### src/rtl/cam_tag_unit.sv
// Tag register and multiple-response resolver for the CAM array.
// Tags and status (some/first/count) update together on the op edge.
module cam_tag_unit #(
  parameter int WORDS = 100,
  parameter int IDX_W = $clog2(WORDS)
) (
  input  logic             CLK,
  input  logic             RST,
  input  logic [WORDS-1:0] match_lines,
  input  logic [2:0]       op,
  input  logic             op_valid,
  output logic [WORDS-1:0] tags,
  output logic             some,
  output logic [IDX_W-1:0] first_idx,
  output logic [IDX_W:0]   count,
  output logic             retired_valid,
  output logic [IDX_W-1:0] retired_idx
);

  typedef enum logic [2:0] {
    OP_NOP   = 3'd0,
    OP_LOAD  = 3'd1,
    OP_AND   = 3'd2,
    OP_OR    = 3'd3,
    OP_CLEAR = 3'd4,
    OP_SET   = 3'd5,
    OP_SEL   = 3'd6,
    OP_NEXT  = 3'd7
  } op_e;

  localparam int CW = IDX_W + 1;

  logic [WORDS-1:0] tags_q, tags_d;
  logic [WORDS-1:0] pre, low;
  logic             some_q, some_d;
  logic [IDX_W-1:0] first_q, first_d;
  logic [CW-1:0]    cnt_q, cnt_d;
  logic             rv_q, rv_d;
  logic [IDX_W-1:0] ridx_q, ridx_d;
  logic             acc;

  // pre[i] = any tag below i; low = lowest set tag only
  always_comb begin
    acc = 1'b0;
    pre = '0;
    for (int i = 0; i < WORDS; i++) begin
      pre[i] = acc;
      acc    = acc | tags_q[i];
    end
    low = tags_q & ~pre;
  end

  always_comb begin
    tags_d = tags_q;
    rv_d   = 1'b0;
    ridx_d = ridx_q;
    if (op_valid) begin
      case (op_e'(op))
        OP_NOP:   tags_d = tags_q;
        OP_LOAD:  tags_d = match_lines;
        OP_AND:   tags_d = tags_q & match_lines;
        OP_OR:    tags_d = tags_q | match_lines;
        OP_CLEAR: tags_d = '0;
        OP_SET:   tags_d = '1;
        OP_SEL:   tags_d = low;
        OP_NEXT: begin
          if (some_q) begin
            tags_d = tags_q & pre;
            rv_d   = 1'b1;
            ridx_d = first_q;
          end
        end
        default:  tags_d = tags_q;
      endcase
    end
  end

  always_comb begin
    some_d  = |tags_d;
    first_d = '0;
    cnt_d   = '0;
    for (int i = WORDS - 1; i >= 0; i--) begin
      if (tags_d[i]) first_d = IDX_W'(i);
    end
    for (int i = 0; i < WORDS; i++) begin
      cnt_d = cnt_d + CW'(tags_d[i]);
    end
  end

  always_ff @(posedge CLK) begin
    if (RST) begin
      tags_q  <= '0;
      some_q  <= 1'b0;
      first_q <= '0;
      cnt_q   <= '0;
      rv_q    <= 1'b0;
      ridx_q  <= '0;
    end else begin
      tags_q  <= tags_d;
      some_q  <= some_d;
      first_q <= first_d;
      cnt_q   <= cnt_d;
      rv_q    <= rv_d;
      ridx_q  <= ridx_d;
    end
  end

  assign tags          = tags_q;
  assign some          = some_q;
  assign first_idx     = first_q;
  assign count         = cnt_q;
  assign retired_valid = rv_q;
  assign retired_idx   = ridx_q;

endmodule
### config.mk
export PLATFORM = sky130hd
export DESIGN_NAME = cam_tag_unit
export DESIGN_NICKNAME = d
export VERILOG_FILES = /design/src/rtl/cam_tag_unit.sv
export SDC_FILE = /design/constraint.sdc
export NUM_CORES = 1
export LEC_CHECK = 0
export ABC_AREA = 1
export CORE_ASPECT_RATIO = 0.6
export CORE_MARGIN = 4
export CORE_UTILIZATION = 30
export CTS_CLUSTER_DIAMETER = 80
export DETAILED_ROUTE_END_ITERATION = 8
export GPL_ROUTABILITY_DRIVEN = 0
export PLACE_DENSITY_LB_ADDON = 0.3
export SLEW_MARGIN = 40
export SYNTH_ARGS = -nofsm -noshare
export SYNTH_HDL_FRONTEND = slang
export SYNTH_SLANG_ARGS = --single-unit
### constraint.sdc
create_clock -name CLK -period 13.2 [get_ports CLK]
set_input_delay 2.64 -clock CLK [delete_from_list [all_inputs] [get_ports CLK]]
set_output_delay 2.64 -clock CLK [all_outputs]
set_load 0.05 [all_outputs]
==> flow_summary.yaml <==
die:
  dieArea_mm2: 0.0439
  design.core.area_mm2: 0.0395
  die_h_um: 164
  dieWidth_um: 268
  start_util: 0.308
  ioPinCount: 230
  rows: 56
logic_synthesis:
  ys_async_sr_fraction: 0
  synth-edff-count: 0
  yosysTopAreaCell: "dfxtp_1"
  synth_top_cell_area_share: 0.204
  syn_nets: 2000
  post_synth_main_area_contributors: "dfxtp_1 (20%), fa_1 (14%), nand2_1 (9.8%)"
  netlist-cell-type-count: 60
  yosysSeqAreaShare: 0.204
  ys_warn_count: 0
  synth_seq_cells: 124
  syn_area_mm2: 0.0122
  syn_inst: 1786
  syn_area_per_cell_um2: 6.81
  synthFlopType: "dfxtp_1"
status:
  status: "completed"
setup_path:
  crit-reg2reg-launch: "tags[0]"
  path_max_fanout: 6
  worstSetupPathType: "reg -> reg"
  critPathRequiredTime_ps: 13520
  r2r-end: "count[6]"
  max_stage_delay_ps: 560
  r2r_slack_ps: 790
  worstRegToRegCells: 62
  timing.critical_path.to_type: "flip-flop"
  start_kind: "flip-flop"
  crit_slowest_cell: "fa_1"
  critPathArrivalTime_ps: 12730
sta:
  slew_headroom: 0.416
  fin_skew_ps: 15.6
  fin_crit_ps: 12410
  max_freq_mhz: 80.6
  finalSetupViolations: 0
  period_share: 0.940
  slew_viol_final: 0
  final.setup.worst_slack_ps: 794
  finalHoldViolations: 0
  worstMarginPinSlew_ps: 875
  rsz0062_at_grt: "true"
global_routing:
  grt-ovfl-total: 0
  track_usage: 0.242
  grt_max_degree: 71
  grt_pass1_vias: 13194
  antenna_found_initial: 5
  grt_pass1_wl_um: 80900
routing:
  vias: 13455
  wl_met2_um: 21200
  route.detailed.drc: 0
  first_pass_iters: 5
  drt_iter0_markers: 1434
  m1WireLength_um: 24600
  wirelength_um: 53100
  wl_per_cell_um: 20.9
  top_layer_used: "met5"
  met3WireLength_um: 6140
  ant_nets: 0
  viasPerCell: 5.31
clock_tree:
  clock_latency_ps: 450
  htreeDepth: 4
  cts_sinks: 124
  cts_tree: "done"
  cts-root-buf: "clkbuf_16"
  postCtsSetupRepairBufs: 0
  cts.path.max_buffers: 2
  cts_made_buffers: 17
  clkTransAtPathRegs_ps: 60
job:
  maxCapViolCount: 0
cells_and_area:
  layout-drive-gt1-share: 0.0686
  final_cell_mix: "nand2_1 (317), inv_1 (303), nor2_1 (246)"
  final_common_cell: "nand2_1"
  layout.nets: 2213
  fill_cells: 4144
  area_growth_pct: 29.9
  regArea_mm2: 0.00248
  multi_input_comb_area_mm2: 0.00821
hold_path:
  hp-class: "reg -> reg"
  min_from: "retired_idx[1]"
  whs_path_depth: 2
  whs_endpoint: "retired_idx[1]"
placed_design:
  dpl_worst_slack_ps: 918
  port_buffers: 229
  place.detailed.hpwl_um: 40700
==> worst max path at each step <==
stage | startpoint | end | slack (ps) | depth (start not counted)
floorplan | op[1] | count[6] | 1100 | 36
global placement | tags[0] | count[6] | 970 | 62
detailed placement | tags[0] | count[6] | 920 | 62
CTS | tags[0] | count[6] | 800 | 62
global route | tags[0] | count[6] | -40 | 62
finish | tags[0] | count[6] | 790 | 62
==> registers in the layout (all words and copies together), names as in the netlist <==
signal and cells:
count 8, first_idx 7, retired_idx 7, retired_valid 1, some 1, tags 100
==> Yosys cell counts (all sizes together), types with 6 or more instances <==
master / instances
nor3: 28
o221ai: 14
o2bb2ai: 10
a221o: 23
a21oi: 141
nor2: 269
clkbuf: 52
a211oi: 12
nand2: 321
nand4: 24
o32ai: 7
o21a: 29
a22oi: 16
o2111ai: 8
o211ai: 32
dfxtp: 124
buf: 25
o31ai: 10
clkinv: 6
fa: 88
o21ai: 133
inv: 312
nor4: 11
nand3: 29
a31oi: 9
ha: 20
==> cells by family after synthesis <==
kind of cell / synth area share
buffers and inverters: 0.125
DFF: 0.204
and+or+nand+nor: 0.260
AOI/OAI and AO/OA: 0.245
adders and majority gates: 0.165
==> worst max-delay path: cells and delay by family (launching register included) <==
kind / cells / cell delay [ps]
flops: 1 / 370
compound gates: 8 / 1090
buf+inv: 6 / 400
fa+ha+maj: 11 / 5310
simple gates: 37 / 5070
==> final cells by class <==
| type | instances | share of cell area |
|---|---|---|
| Antenna cell | 1 | 0.000158 |
| Clock buffer | 21 | 0.0291 |
| Clock inverter | 11 | 0.0105 |
| Inverter | 318 | 0.0755 |
| Multi-Input combinational cell | 1267 | 0.519 |
| Sequential cell | 124 | 0.157 |
| Tap cell | 522 | 0.0413 |
| Timing Repair Buffer | 271 | 0.167 |
==> stage by stage <==
step,TNS (ps),area (um2),std cells,hold WS (ps),utilization
floorplan,0,12200,1786,703,-
global placement,0,15100,2501,462,0.383
detailed placement,0,15100,2501,478,0.383
CTS,0,15800,2533,489,0.399
global route,-35.2,15800,2534,516,0.400
finish,0,15800,2535,485,0.400
==> metal layers <==
metal  vias to the layer above  track usage
met4                        10       0.0702
li1                       6300            -
met1                      6312        0.355
met2                       741        0.337
met3                        92       0.0755
met5                         -            0
==> what timing repair did <==
item,in CTS,in global routing
endpoints found under the setup margin,0,2
hold buffers,0,0
gates resized for setup,0,5
Power is left out: the tool's default activity adds up to more than one toggle a clock period on the data nets, which glitch-free logic cannot reach.
